===== src/rtl/umtrx_packet_framer.sv =====
// Prepends an 11-word Ethernet/IPv4/UDP header (2-byte padded) to each VRT frame on a
// fifo36 stream. Header fields come from setting registers, snapshotted at VRT word 0.
module umtrx_packet_framer #(
   parameter int BASE = 0,
   parameter int TTL  = 64
) (
   input  logic        clk,
   input  logic        rst_n,
   input  logic        clr,
   input  logic        set_stb,
   input  logic [7:0]  set_addr,
   input  logic [31:0] set_data,
   input  logic [35:0] vrt_inp_data,
   input  logic        vrt_inp_valid,
   output logic        vrt_inp_ready,
   output logic [35:0] eth_out_data,
   output logic        eth_out_valid,
   input  logic        eth_out_ready
);

   typedef enum logic [2:0] {S_IDLE, S_CSUM, S_HDR, S_FIRST, S_LIVE, S_DROP} state_t;

   localparam logic [7:0]  BASE_A  = 8'(BASE);
   localparam logic [7:0]  TTL_B   = 8'(TTL);
   localparam logic [15:0] MAX_LEN = 16'd16376;
   localparam logic [3:0]  LAST_HW = 4'd10;

   state_t       r_state, w_next;
   logic [3:0]   r_cnt;
   logic [35:0]  r_hold;
   logic [15:0]  r_csum;

   logic [31:0]  r_src_ip, r_dst_ip, r_ports;
   logic [47:0]  r_src_mac, r_dst_mac;
   logic [31:0]  r_snap_src_ip, r_snap_dst_ip, r_snap_ports;
   logic [47:0]  r_snap_src_mac, r_snap_dst_mac;

   logic [7:0]   w_off;
   logic         w_sof_acc, w_bad_len, w_fire;
   logic [15:0]  w_ip_len, w_udp_len;
   logic [19:0]  w_sum;
   logic [16:0]  w_fold1;
   logic [15:0]  w_fold2;
   logic [31:0]  w_hdr;

   assign w_off     = set_addr - BASE_A;
   assign w_sof_acc = (r_state == S_IDLE) && vrt_inp_valid && vrt_inp_data[32] && !clr;
   assign w_bad_len = (vrt_inp_data[15:0] == 16'd0) || (vrt_inp_data[15:0] > MAX_LEN);
   assign w_fire    = eth_out_valid && eth_out_ready;

   // NOTE: every register below is updated with <= so all flops sample pre-edge values.
   always_ff @(posedge clk or negedge rst_n) begin
      if (!rst_n) begin
         r_src_ip  <= '0;
         r_ports   <= '0;
         r_dst_ip  <= '0;
         r_src_mac <= '0;
         r_dst_mac <= '0;
      end else if (set_stb) begin
         case (w_off)
            8'd0:    r_src_ip         <= set_data;
            8'd1:    r_ports          <= set_data;
            8'd2:    r_dst_ip         <= set_data;
            8'd3:    r_src_mac[47:32] <= set_data[15:0];
            8'd4:    r_src_mac[31:0]  <= set_data;
            8'd5:    r_dst_mac[47:32] <= set_data[15:0];
            8'd6:    r_dst_mac[31:0]  <= set_data;
            default: ;
         endcase
      end
   end

   // Lengths are 4 bytes per VRT word; n is bounded so neither sum overflows 16 bits.
   assign w_ip_len  = 16'd28 + (r_hold[15:0] << 2);
   assign w_udp_len = 16'd8  + (r_hold[15:0] << 2);
   assign w_sum     = 20'h04500 + 20'(w_ip_len) + 20'h04000 + 20'({TTL_B, 8'h11})
                    + 20'(r_snap_src_ip[31:16]) + 20'(r_snap_src_ip[15:0])
                    + 20'(r_snap_dst_ip[31:16]) + 20'(r_snap_dst_ip[15:0]);
   assign w_fold1   = 17'(w_sum[15:0]) + 17'(w_sum[19:16]);
   assign w_fold2   = w_fold1[15:0] + 16'(w_fold1[16]);

   always_ff @(posedge clk or negedge rst_n) begin
      if (!rst_n) begin
         r_state        <= S_IDLE;
         r_cnt          <= '0;
         r_hold         <= '0;
         r_csum         <= '0;
         r_snap_src_ip  <= '0;
         r_snap_dst_ip  <= '0;
         r_snap_ports   <= '0;
         r_snap_src_mac <= '0;
         r_snap_dst_mac <= '0;
      end else begin
         r_state <= clr ? S_IDLE : w_next;
         if (w_sof_acc) begin
            r_hold         <= vrt_inp_data;
            r_snap_src_ip  <= r_src_ip;
            r_snap_dst_ip  <= r_dst_ip;
            r_snap_ports   <= r_ports;
            r_snap_src_mac <= r_src_mac;
            r_snap_dst_mac <= r_dst_mac;
         end
         if (r_state == S_CSUM) begin
            r_csum <= ~w_fold2;
            r_cnt  <= '0;
         end else if (r_state == S_HDR && w_fire) begin
            r_cnt  <= r_cnt + 4'd1;
         end
      end
   end

   always_comb begin
      w_hdr = '0;
      case (r_cnt)
         4'd0:    w_hdr = {16'h0000, r_snap_dst_mac[47:32]};
         4'd1:    w_hdr = r_snap_dst_mac[31:0];
         4'd2:    w_hdr = r_snap_src_mac[47:16];
         4'd3:    w_hdr = {r_snap_src_mac[15:0], 16'h0800};
         4'd4:    w_hdr = {16'h4500, w_ip_len};
         4'd5:    w_hdr = 32'h0000_4000;
         4'd6:    w_hdr = {TTL_B, 8'h11, r_csum};
         4'd7:    w_hdr = r_snap_src_ip;
         4'd8:    w_hdr = r_snap_dst_ip;
         4'd9:    w_hdr = r_snap_ports;
         4'd10:   w_hdr = {w_udp_len, 16'h0000};
         default: w_hdr = '0;
      endcase
   end

   // NOTE: all outputs get a default first so no path through this block infers a latch.
   always_comb begin
      w_next        = r_state;
      vrt_inp_ready = 1'b0;
      eth_out_valid = 1'b0;
      eth_out_data  = '0;
      case (r_state)
         S_IDLE: begin
            vrt_inp_ready = 1'b1;
            if (vrt_inp_valid && vrt_inp_data[32]) begin
               if (w_bad_len) w_next = vrt_inp_data[33] ? S_IDLE : S_DROP;
               else           w_next = S_CSUM;
            end
         end
         S_CSUM: w_next = S_HDR;
         S_HDR: begin
            eth_out_valid = 1'b1;
            eth_out_data  = {3'b000, (r_cnt == 4'd0), w_hdr};
            if (w_fire && r_cnt == LAST_HW) w_next = S_FIRST;
         end
         S_FIRST: begin
            eth_out_valid = 1'b1;
            eth_out_data  = {r_hold[35:33], 1'b0, r_hold[31:0]};
            if (w_fire) w_next = r_hold[33] ? S_IDLE : S_LIVE;
         end
         S_LIVE: begin
            eth_out_valid = vrt_inp_valid;
            vrt_inp_ready = eth_out_ready;
            eth_out_data  = {vrt_inp_data[35:33], 1'b0, vrt_inp_data[31:0]};
            if (vrt_inp_valid && eth_out_ready && vrt_inp_data[33]) w_next = S_IDLE;
         end
         S_DROP: begin
            vrt_inp_ready = 1'b1;
            if (vrt_inp_valid && vrt_inp_data[33]) w_next = S_IDLE;
         end
         default: w_next = S_IDLE;
      endcase
      // A clear cycle must not complete any handshake on either side.
      if (clr) begin
         vrt_inp_ready = 1'b0;
         eth_out_valid = 1'b0;
      end
   end

endmodule


===== config.mk =====
export PLATFORM = sky130hd
export DESIGN_NAME = umtrx_packet_framer
export DESIGN_NICKNAME = d
export VERILOG_FILES = /design/src/rtl/umtrx_packet_framer.sv
export SDC_FILE = /design/constraint.sdc
export NUM_CORES = 1
export LEC_CHECK = 0
export ABC_AREA = 1
export BUFFER_PORTS_ARGS = -buffer_cell sky130_fd_sc_hd__buf_2
export CAP_MARGIN = 10
export CORE_AREA = 2 2 190 239
export DETAILED_ROUTE_END_ITERATION = 10
export DIE_AREA = 0 0 192 241
export HOLD_SLACK_MARGIN = 0.1
export PLACE_DENSITY_LB_ADDON = 0.12
export RECOVER_POWER = 25
export SYNTH_ARGS = -nofsm -noshare
export SYNTH_HDL_FRONTEND = slang
export SYNTH_SLANG_ARGS = --single-unit
export TNS_END_PERCENT = 1

===== constraint.sdc =====
create_clock -name clk -period 9.3 [get_ports clk]
set_clock_uncertainty 0.05 [all_clocks]
set_input_delay 0.93 -clock clk [delete_from_list [all_inputs] [get_ports clk]]
set_output_delay 0.93 -clock clk [all_outputs]
set_load 0.03 [all_outputs]

==> results of run 1 <==
[worst reg2reg max path: cells and delay by family, from the launching register on]
kind	cells	cell delay, ns
AND/OR/NAND/NOR	27	3.33
buffers and inverters	7	0.53
XOR/XNOR	2	0.43
AO/OA/AOI/OAI	4	0.67
adder cells (fa/ha/maj)	7	2.71
flip-flops	1	0.44
[cell usage after synthesis, types with 2 or more instances]
library cell	n
nand2_1	483
dfrtp_1	442
inv_1	306
o21ai_0	254
mux2_2	137
nor2_1	127
nand3_1	86
a21oi_1	85
clkbuf_1	79
fa_1	47
ha_1	46
a221oi_1	24
buf_2	22
o211ai_1	22
o221ai_1	18
nand4_1	16
o21ai_1	15
xor2_1	15
o22ai_1	13
a22o_1	12
o2111ai_1	12
nor3_1	11
nor4_1	6
xnor2_1	6
nand3_2	5
nor2_4	5
o21a_1	5
a31oi_1	4
clkinv_1	4
inv_2	4
nor2_2	4
a211oi_1	3
nand3b_1	3
o31ai_1	3
a21o_1	2
a22oi_1	2
a2bb2oi_1	2
o21bai_1	2
o311ai_0	2
[routing by layer]
| layer | share of wire (%) | vias up | global-route usage [%] | wire [um] |
|---|---|---|---|---|
| li1 | - | 7897 | - | - |
| met1 | 43 | 8442 | 40.47 | 30010 |
| met2 | 47 | 510 | 50.09 | 33030 |
| met3 | 6.4 | 120 | 6.863 | 4492 |
| met4 | 4.2 | 2 | 12.45 | 2965 |
| met5 | 0.018 | - | 0 | 13 |
[registers in the layout, summed over array words and instances (netlist names)]
| name | count |
|---|---|
| r_cnt | 4 |
| r_csum | 16 |
| r_dst_ip | 32 |
| r_dst_mac | 48 |
| r_hold | 35 |
| r_ports | 32 |
| r_snap_dst_ip | 32 |
| r_snap_dst_mac | 48 |
| r_snap_ports | 32 |
| r_snap_src_ip | 32 |
| r_snap_src_mac | 48 |
| r_src_ip | 32 |
| r_src_mac | 48 |
| r_state | 3 |
[layout make-up]
| cell class | count | area, sq um | area share [%] |
|---|---|---|---|
| Clock buffer | 69 | 1296 | 5.318 |
| Inverter | 314 | 1179 | 4.836 |
| Clock inverter | 13 | 121.4 | 0.4979 |
| Multi-Input combinational cell | 1485 | 9191 | 37.71 |
| Sequential cell | 442 | 11060 | 45.38 |
| Tap cell | 572 | 715.7 | 2.936 |
| Timing Repair Buffer | 148 | 809.5 | 3.321 |
[stage by stage]
step,utilization (%),worst slack (ns),hold WS [ns],area (sq um)
global route,55.52,0.3467,0.4507,24370
CTS,55.58,1.086,0.4189,24400
global placement,52.35,1.258,0.4125,22980
floorplan,-,2.070,0.3992,21820
finish,55.52,1.031,0.4301,24370
detailed placement,52.35,1.121,0.4195,22980
[final timing paths]
kind	startpoint	end	slack, ns
max in group asynchronous	rst_n	r_snap_src_mac[28]	2.15
min in group asynchronous	rst_n	r_snap_dst_ip[4]	2.67
max	r_hold[0]	r_csum[15]	1.03
max reg2reg	r_hold[0]	r_csum[15]	1.03
min	r_dst_mac[44]	r_dst_mac[44]	0.43
min reg2reg	r_dst_mac[44]	r_dst_mac[44]	0.43
[cell families after synthesis]
| logic type | synth area share (%) |
|---|---|
| buffers and inverters | 7.332 |
| flip-flops | 50.68 |
| adder cells (fa/ha/maj) | 6.948 |
| XOR/XNOR | 0.8428 |
| AND/OR/NAND/NOR | 14.29 |
| AO/OA/AOI/OAI | 12.84 |
| multiplexers | 7.069 |
==> results.yml, run 1 <==
die:
  fp.dieH_um: 241
  core_sq_mm: 0.04390
  pin_count: 120
  die_x_um: 192
  die_area_sq_mm: 0.04627
  start_util_pct: 49.71
  fp-row-count: 86
setup_path:
  worst-r2r-cell-count: 47
  crit_required_ns: 9.72
  start_kind: "register"
  cp.depth: 47
  cp_slowest_cell: "fa_1"
  crit_buf_inv: 7
  cpLargestDelayFamily: "simple AND/OR/NAND/NOR gates"
  cp.arrival_ns: 8.69
  crit_path_max_incr_delay_ns: 0.49
  worstPathMaxFanout: 5
  crit_path_end_kind: "register"
  critPathKind: "reg2reg"
global_route:
  first_global_vias: 16700
  grt_pass1_wl_mm: 104.3
  grt_overflow: 0
  grt_max_degree: 210
  grt_use_total_pct: 30.92
  antenna_found_initial: 1
routing:
  drcViolationCount: 0
  antenna_left: 0
  drt_pass1_iterations: 5
  drt-total-wl_mm: 70.51
  routedWlPerCell_um: 23.17
  viasPerCell: 5.577
  vias: 16970
  drtIter0Drc: 1320
layout:
  num-fill-cells: 4042
  antenna_cells: 0
  final_common_cell: "nand2_1"
  final_cell_mix: "nand2_1 (478), dfrtp_1 (442), inv_1 (306), o21ai_0 (254), mux2_2 (137)"
  synthToLayoutAreaGrowth_pct: 11.68
  drive_above_1_share_pct: 15.42
  final_nets: 2611
  fin_cells: 3043
synthesis:
  ys_ff_latch: 442
  yosysTopAreaCell: "dfrtp_1"
  yosysTopAreaCellShare_pct: 50.68
  syn_avg_cell_area_sq_um: 9.311
  yosysWarnings: 0
  postSynthNetCount: 2519
  synthesis.area_sq_mm: 0.02182
  synth_edf_count: 0
  synth_cells: 2344
  synthTopCellsByArea: "dfrtp_1 (51%), nand2_1 (8.3%), mux2_2 (7.1%), o21ai_0 (5.8%), inv_1 (5.3%)"
  ys_types: 49
  synth_async_sr_flop_share_pct: 100.0
  yosysSeqAreaShare_pct: 50.68
  synthFlopType: "dfrtp_1"
clock_tree:
  cts_sinks: 442
  root_buffer: "clkbuf_16"
  numCtsBuffers: 45
  ctsResizeCount: 0
  cts_tree: "built"
  postCtsSetupBuffers: 0
  cts_hold_buffers: 0
  clockBufferDepth: 3
  htreeDepth: 2
  clock_latency_ns: 0.59
  clkTransAtPathRegs_ns: 0.06
timing:
  final_hold_viol_count: 0
  rsz0062_at_grt: "false"
  finalCritPeriodShare_pct: 88.92
  fmax_ghz: 0.1209
  setup_violations: 0
  setup_tns_ns: 0
  slew_headroom_pct: -330.8
  period_needed_ns: 8.269
  worst_slew_pin_slew_ns: 6.462
  drv_slew: 388
min_path:
  min_path_cells: 2
  hold_class: "reg2reg"
placed_design:
  gp_congestion: 0.9551
  dp_hpwl_mm: 49.56
  place_inst: 2961
  io_buffers: 119
status:
  status: "finished with violations"
  violations: "max-capacitance violations, max-slew violations"
job:
  maxCapViolations: 5
Power of run 1 is left out: the tool's default activity adds up to more than one toggle a clock period on the data nets, which glitch-free logic cannot reach.
==> run 2, diff against run 1 <==
CORE_AREA = 2 2 237 239   (was 2 2 190 239)
DIE_AREA = 0 0 239 241   (was 0 0 192 241)
clock period = 9.95 ns   (was 9.3 ns; I/O delays follow)
==> results.yml, run 2 (same netlist as run 1, synthesis figures left out) <==
status:
  status: "finished with violations"
  violations: "max-capacitance violations, max-slew violations"
layout:
  multi_input_area_sq_mm: 0.009195
  final_cell_mix: "nand2_1 (478), dfrtp_1 (442), inv_1 (306), o21ai_0 (254), mux2_2 (137)"
  final_nets: 2614
  synthToLayoutAreaGrowth_pct: 13.63
  final_area_sq_mm: 0.02480
  num-fill-cells: 5419
  seqCellArea_sq_mm: 0.01106
  drive_above_1_share_pct: 15.71
  final_common_cell: "nand2_1"
global_route:
  grt_max_degree: 138
  grt_use_total_pct: 25.44
  grt_overflow: 0
  use_met3_pct: 4.255
  antenna_found_initial: 3
  grt-busiest-layer: "met2"
  first_global_vias: 16560
  grt_use_met1_pct: 37.87
  grt_pass1_wl_mm: 108.2
  use_met2_pct: 39.05
timing:
  setup_tns_ns: 0
  drv_slew: 430
  fmax_ghz: 0.1216
  finalCritPeriodShare_pct: 82.68
  worst_slew_pin_slew_ns: 5.608
  final_hold_viol_count: 0
  period_needed_ns: 8.227
  setup_violations: 0
  rsz0062_at_grt: "false"
  slew_headroom_pct: -273.9
die:
  pin_count: 120
  die_x_um: 239
  core_sq_mm: 0.05488
  fp-row-count: 86
  start_util_pct: 39.77
  fp.dieH_um: 241
  die_area_sq_mm: 0.05760
clock_tree:
  root_buffer: "clkbuf_16"
  ctsResizeCount: 0
  clock_latency_ns: 0.60
  clockBufferDepth: 3
  cts_tree: "built"
  cts_sinks: 442
  clkTransAtPathRegs_ns: 0.06
  htreeDepth: 2
  cts_hold_buffers: 0
  postCtsSetupBuffers: 0
  numCtsBuffers: 49
placed_design:
  gp_congestion: 0.9221
  io_buffers: 119
  dp_hpwl_mm: 49.85
  place_area_sq_mm: 0.02315
routing:
  drt-total-wl_mm: 71.75
  routedWlPerCell_um: 22.55
  drcViolationCount: 0
  drt_pass1_iterations: 5
  viasPerCell: 5.351
  drtIter0Drc: 1406
  antenna_left: 0
  vias: 17020
setup_path:
  r2r_start: "r_hold[1]"
  worstPathMaxFanout: 6
  start_kind: "register"
  reg2reg_to: "r_csum[14]"
  critPathKind: "reg2reg"
  cp_slowest_cell: "fa_1"
  cp.arrival_ns: 8.65
  crit_required_ns: 10.37
  critPathLaunch: "r_hold[1]"
  worst-r2r-cell-count: 47
  path_common_cell: "nand2_1"
  reg2reg_slack_ns: 1.72
  endpoint: "r_csum[14]"
  crit_path_end_kind: "register"
  crit_path_max_incr_delay_ns: 0.50
job:
  maxCapViolations: 7
min_path:
  hold_class: "reg2reg"
-- run 2: worst max-delay path, delay by kind of cell (launching register included) --
| kind | cells | cell delay [ns] |
|---|---|---|
| AND/OR/NAND/NOR | 28 | 3.50 |
| adder cells (fa/ha/maj) | 7 | 2.47 |
| AO/OA/AOI/OAI | 4 | 0.71 |
| buffers and inverters | 6 | 0.55 |
| flip-flops | 1 | 0.40 |
| XOR/XNOR | 2 | 0.40 |
-- run 2: final cells by class --
cell class              instances  share of cell area (%)
clock buffers                  68                   5.721
flip-flops and latches        442                   44.60
clock inverters                20                   1.090
well taps                     704                   3.552
inverters                     314                   4.753
multi-input cells            1485                   37.08
repair buffers                147                   3.194
diodes                          1                 0.01009
-- run 2: worst min-delay path by stage --
stage,startpoint,to,cells past startpoint
finish,r_src_mac[24],r_src_mac[24],2
global route,r_dst_mac[24],r_dst_mac[24],2
CTS,rst_n,r_csum[9],1
detailed placement,r_dst_mac[43],r_dst_mac[43],2
global placement,r_dst_mac[17],r_dst_mac[17],2
floorplan,r_dst_ip[0],r_dst_ip[0],2
-- run 2: metrics by stage --
step | cells | setup WS, ns | util [%] | hold slack [ns]
2_1_floorplan | 2344 | 2.720 | - | 0.3992
3_5_place_dp | 3092 | 1.792 | 42.18 | 0.4190
4_1_cts | 3180 | 1.773 | 45.26 | 0.3662
3_3_place_gp | 3092 | 1.943 | 42.18 | 0.4119
5_1_grt | 3180 | 1.045 | 45.18 | 0.4469
6_report | 3181 | 1.723 | 45.19 | 0.4279
-- run 2: per-layer routing --
layer / up-vias / wire length [um]
met3: 74 / 4608
met5: - / 7
li1: 7899 / -
met4: 2 / 1118
met1: 8554 / 34140
met2: 493 / 31870
Power of run 2 is left out for the same reason.
